===== config.mk =====
export PLATFORM = sky130hd
export DESIGN_NAME = dmem_arbiter
export DESIGN_NICKNAME = d
export VERILOG_FILES = /design/src/rtl/dmem_arbiter.sv
export SDC_FILE = /design/constraint.sdc
export NUM_CORES = 1
export LEC_CHECK = 0
export ABC_AREA = 1
export CAP_MARGIN = 20
export CORE_MARGIN = 2
export CORE_UTILIZATION = 43
export DETAILED_ROUTE_END_ITERATION = 7
export PLACE_DENSITY = 0.81
export SLEW_MARGIN = 30
export SYNTH_ARGS = -nofsm -noshare
export SYNTH_HDL_FRONTEND = slang
export SYNTH_SLANG_ARGS = --single-unit

===== constraint.sdc =====
create_clock -name clk -period 1.2 [get_ports clk]
set_input_delay 0.18 -clock clk [delete_from_list [all_inputs] [get_ports clk]]
set_output_delay 0.18 -clock clk [all_outputs]
set_load 0.005 [all_outputs]

===== src/rtl/dmem_arbiter.sv =====
// ----------------------------------------------------------------------------
// dmem_arbiter
//
// Arbitrates one synchronous single-port data RAM between the core load/store
// unit and a debug host. Each access takes exactly three cycles:
//   IDLE   : pick a winner and latch its we/addr/wdata
//   ACCESS : drive the RAM from the latched request
//   RESP   : pulse the winner's done/ack; on a read, capture mem_rdata into
//            its rdata register at the end of this cycle
//
// Build option:
//   DMEM_HOST_PRIO_EN  defined   -> host always wins a tie (no last_grant)
//                      undefined -> round-robin between core and host
//
// Parameters:
//   addr_width  RAM address width (default 16)
//   data_width  RAM word width    (default 32)
//
// Ports:
//   clk, rst                 clock, synchronous active-high reset
//   core_req/we/addr/wdata   core request, held until core_done
//   core_rdata               registered core load data
//   core_done                one-cycle core completion pulse
//   core_stall               core halt = core_req & ~core_done
//   host_req/we/addr/wdata   debug-host request, same semantics as core
//   host_rdata, host_ack     registered host read data, host completion pulse
//   mem_en, mem_we           RAM enable / write strobe (only in ACCESS)
//   mem_addr, mem_wdata      RAM address / write data (0 outside ACCESS)
//   mem_rdata                RAM read data, valid the cycle after a read
// ----------------------------------------------------------------------------
module dmem_arbiter #(
    parameter int addr_width = 16,
    parameter int data_width = 32
) (
    input  logic                  clk,
    input  logic                  rst,

    input  logic                  core_req,
    input  logic                  core_we,
    input  logic [addr_width-1:0] core_addr,
    input  logic [data_width-1:0] core_wdata,
    output logic [data_width-1:0] core_rdata,
    output logic                  core_done,
    output logic                  core_stall,

    input  logic                  host_req,
    input  logic                  host_we,
    input  logic [addr_width-1:0] host_addr,
    input  logic [data_width-1:0] host_wdata,
    output logic [data_width-1:0] host_rdata,
    output logic                  host_ack,

    output logic                  mem_en,
    output logic                  mem_we,
    output logic [addr_width-1:0] mem_addr,
    output logic [data_width-1:0] mem_wdata,
    input  logic [data_width-1:0] mem_rdata
);

    localparam logic [1:0] S_IDLE   = 2'b00;
    localparam logic [1:0] S_ACCESS = 2'b01;
    localparam logic [1:0] S_RESP   = 2'b10;

    logic [1:0]            r_state;
    logic                  r_we;
    logic [addr_width-1:0] r_addr;
    logic [data_width-1:0] r_wdata;
    logic                  r_grant_host;   // 1 = current access belongs to host
    logic [data_width-1:0] r_core_rdata;
    logic [data_width-1:0] r_host_rdata;
`ifndef DMEM_HOST_PRIO_EN
    logic                  r_last_host;    // 1 = host was granted last
`endif

    logic                  w_any_req;
    logic                  w_win_host;
    logic                  w_in_access;
    logic                  w_in_resp;

    assign w_any_req = core_req | host_req;

    // Winner selection, only meaningful while w_any_req is high.
    always_comb begin
        w_win_host = 1'b0;
`ifdef DMEM_HOST_PRIO_EN
        w_win_host = host_req;
`else
        // On a tie the side not granted last wins.
        w_win_host = host_req & (~core_req | ~r_last_host);
`endif
    end

    always_ff @(posedge clk) begin
        if (rst) begin
            r_state      <= S_IDLE;
            r_we         <= 1'b0;
            r_addr       <= '0;
            r_wdata      <= '0;
            r_grant_host <= 1'b0;
            r_core_rdata <= '0;
            r_host_rdata <= '0;
`ifndef DMEM_HOST_PRIO_EN
            r_last_host  <= 1'b1;   // core wins the first tie
`endif
        end else begin
            case (r_state)
                S_IDLE: begin
                    if (w_any_req) begin
                        r_we         <= w_win_host ? host_we    : core_we;
                        r_addr       <= w_win_host ? host_addr  : core_addr;
                        r_wdata      <= w_win_host ? host_wdata : core_wdata;
                        r_grant_host <= w_win_host;
`ifndef DMEM_HOST_PRIO_EN
                        r_last_host  <= w_win_host;
`endif
                        r_state      <= S_ACCESS;
                    end
                end
                S_ACCESS: begin
                    r_state <= S_RESP;
                end
                S_RESP: begin
                    if (!r_we) begin
                        if (r_grant_host) r_host_rdata <= mem_rdata;
                        else              r_core_rdata <= mem_rdata;
                    end
                    r_state <= S_IDLE;
                end
                default: begin
                    r_state <= S_IDLE;
                end
            endcase
        end
    end

    // Outputs are gated by rst so a reset mid-access immediately silences
    // the RAM and suppresses the completion pulse.
    assign w_in_access = (r_state == S_ACCESS) & ~rst;
    assign w_in_resp   = (r_state == S_RESP)   & ~rst;

    assign mem_en     = w_in_access;
    assign mem_we     = w_in_access & r_we;
    assign mem_addr   = w_in_access ? r_addr  : '0;
    assign mem_wdata  = w_in_access ? r_wdata : '0;

    assign core_done  = w_in_resp & ~r_grant_host;
    assign host_ack   = w_in_resp &  r_grant_host;
    assign core_stall = core_req & ~core_done;

    assign core_rdata = r_core_rdata;
    assign host_rdata = r_host_rdata;

endmodule


==> flow_metrics.env <==
export IMPL_status="finished, violations left"
export IMPL_violations="negative setup slack"
export IMPL_yosysMostFrequentCell="nor2_1"
export IMPL_worstSetupPathType="reg -> out"
export IMPL_powerDensity_nw_per_um2=1210
export IMPL_postSynthNetCount=1079
export IMPL_fmax_mhz=591
export IMPL_grt_pass1_wl_mm=32.2
export IMPL_fin_skew_ns=0.0103
export IMPL_numCtsBuffers=17
export IMPL_cp_max_fo=4
export IMPL_drive_gt1_frac=0.228
export IMPL_use_met3=0.0785
export IMPL_final_nets=1359
export IMPL_leakage_nw=4.88
export IMPL_maxSlewHeadroom=0.586
export IMPL_synth_edff_count=0
export IMPL_cts_tree="done"
export IMPL_hold_class="in -> reg"
export IMPL_cp_common_cell="buf_6"
export IMPL_startpoint_type="flip-flop"
export IMPL_route_detailed_drc=0
export IMPL_routed_via_density=5.00
export IMPL_yosys_warnings=0
export IMPL_pre_cts_ws_ns=-0.698
export IMPL_seq_area_um2=2370
export IMPL_io_pin_count=251
export IMPL_path_clk_slew_ns=0.05
export IMPL_p_sw_frac=0.274
export IMPL_syn_area_um2=5920
export IMPL_ys_types=19
export IMPL_dp_hpwl_mm=12.7
export IMPL_cap_viol_max_count=0
export IMPL_num_vias=7063
export IMPL_synth_seq_area_share=0.396
export IMPL_die_h_um=121
export IMPL_post_synth_top_area_cell="dfxtp_1"
export IMPL_rows=42
export IMPL_async_flop_share=0
export IMPL_place_inst=1343
export IMPL_avgSynthCellArea_um2=6.26
export IMPL_dieWidth_um=121
export IMPL_dpl_cell_area_um2=8840
export IMPL_multiInputGateArea_um2=3310
export IMPL_io_buffer_count=250
export IMPL_wl_mm=22.3
export IMPL_syn_inst=945
export IMPL_track_usage=0.277
export IMPL_ir_drop_mv=0.940
export IMPL_critPathMaxStageDelay_ns=0.35
export IMPL_final_min_clock_period_ns=1.69
export IMPL_die_area_um2=14700
export IMPL_syn2layout_area_growth_pct=75.3
export IMPL_grt_pass1_vias=6482
export IMPL_critPathArrivalTime_ns=1.51
export IMPL_h_tree_depth=4
export IMPL_finalSetupViolations=183
export IMPL_final_cells=1414
export IMPL_drt_iter0_markers=553
export IMPL_ant_nets=0
export IMPL_wl_per_cell_um=15.8
export IMPL_synth_area_leaders="dfxtp_1, nor2_1, nand2_1, nand3_1, inv_1"
export IMPL_cts_sinks=117
export IMPL_period_share=1.41
export IMPL_antenna_found_initial=0
export IMPL_cp_end_kind="output pin"
export IMPL_synth_flop_cell="dfxtp_1"
export IMPL_worstPathRequired_ns=1.02
export IMPL_diodes=0
export IMPL_place_gp_congestion=0.836
export IMPL_worstSkewPairLatency_ns=0.42
export IMPL_setup_slack_ns=-0.491
export IMPL_n_fill_cell=967
export IMPL_start_util=0.443
export IMPL_synthTopCellsByCount="nor2_1, nand2_1, dfxtp_1"
export IMPL_rsz0062_at_grt="true"
export IMPL_synth_top_area_frac=0.396
export IMPL_final_area_um2=10400
export IMPL_hold_violations=0
export IMPL_busiest_layer="met2"
export IMPL_core_area_um2=13300
export IMPL_maxSlewViolCount=0
export IMPL_power_frac_seq=0.342
export IMPL_intPower_mw=9.13
export IMPL_worst_slew_pin_slew_ns=0.622
export IMPL_met1_usage=0.319
export IMPL_grt_overflow_total=0
export IMPL_cts_root_buf="clkbuf_16"
export IMPL_p_sw_mw=3.45
export IMPL_drtPass1Iterations=5
export IMPL_comb_power_share=0.243
export IMPL_clkPwrFrac=0.415
export IMPL_crit_slowest_cell="dfxtp_4"
export IMPL_grt_max_degree=59
export IMPL_path_cells="buf_6 -> nand3_4 -> buf_12 -> buf_6 -> buf_6 -> nor2_1 -> buf_2"
export IMPL_yosys_register_bits=117
export IMPL_fin_util=0.777
export IMPL_gr_usage_met2=0.480
export IMPL_worst_hold_slack_ns=0.384
export IMPL_clockBufferDepth=2
==> through the flow <==
stage	power (mW)	setup TNS, ns
after global routing	13.1	-67.96
final	12.6	-55.70
after floorplan	5.61	0
after global placement	6.76	-75.61
after detailed placement	6.79	-78.31
after CTS	12.2	-42.16
==> worst max-delay path, delay by kind of cell, from the launching register on <==
kind | cells | cell delay, ns
buffers and inverters | 5 | 0.59
DFF | 1 | 0.35
and+or+nand+nor | 2 | 0.16
==> power by group through the flow <==
stage,Clock (mW),Combinational (mW),Sequential [mW]
6_report,5.22,3.06,4.30
3_5_place_dp,0,2.45,4.34
5_1_grt,5.46,3.32,4.32
4_1_cts,5.22,2.72,4.26
3_3_place_gp,0,2.42,4.33
2_1_floorplan,0,1.28,4.33
==> final timing paths <==
check	from	end	slack, ns	cells after the start
max	r_state[0]	mem_wdata[28]	-0.49	7
min reg2reg	host_rdata[0]	host_rdata[0]	0.46	2
min	host_req	r_wdata[13]	0.38	6
max reg2reg	r_state[0]	r_wdata[26]	-0.38	11
==> cells by family after synthesis <==
family	after synthesis	synth area share
AND/OR/NAND/NOR	619	0.428
AO/OA/AOI/OAI	51	0.0645
buffers and inverters	158	0.112
flip-flops	117	0.396
==> placed cells by master (no fill, tap or decap), types with 4 or more instances in the layout <==
cell type	count
clkdlybuf4s50_1	132
inv_1	82
nand2_2	6
nor2_2	37
buf_6	19
dfxtp_2	16
dfxtp_1	100
nand2_1	208
buf_16	4
clkbuf_16	24
nand4_1	32
clkdlybuf4s15_1	15
dlygate4sd2_1	38
buf_4	26
buf_2	20
nor2_4	34
clkinv_2	5
nor2_1	215
a21boi_0	31
a21boi_1	18
clkbuf_2	14
clkdlybuf4s15_2	29
nand3_1	82
buf_12	23
==> flip-flops by register name, summed over array words and instances (netlist names) <==
name          cells
core_rdata       32
host_rdata       32
r_addr           16
r_grant_host      1
r_last_host       1
r_state           2
r_wdata          32
r_we              1
==> area by class of cell <==
cell class	instances	share of cell area
clock inverter	9	0.0121
inverter	88	0.0325
clock buffer	23	0.0461
sequential	117	0.228
timing repair buffer	331	0.341
tap	176	0.0212
multi-input combinational	670	0.319
==> routing by layer <==
layer  part of all wire  wire length [um]
met1               0.39              8600
met2               0.51             11300
met3              0.081              1800
met4              0.026               569
met5                  0                 0
==> what timing repair did <==
action / CTS / global route
pin swaps: 26 / 43
cloned: 12 / 10
hold buffers: 0 / 0
resized for setup: 299 / 165
setup endpoints to repair: 232 / 197
setup buffers: 26 / 7
(Power assumes the default switching activity.)
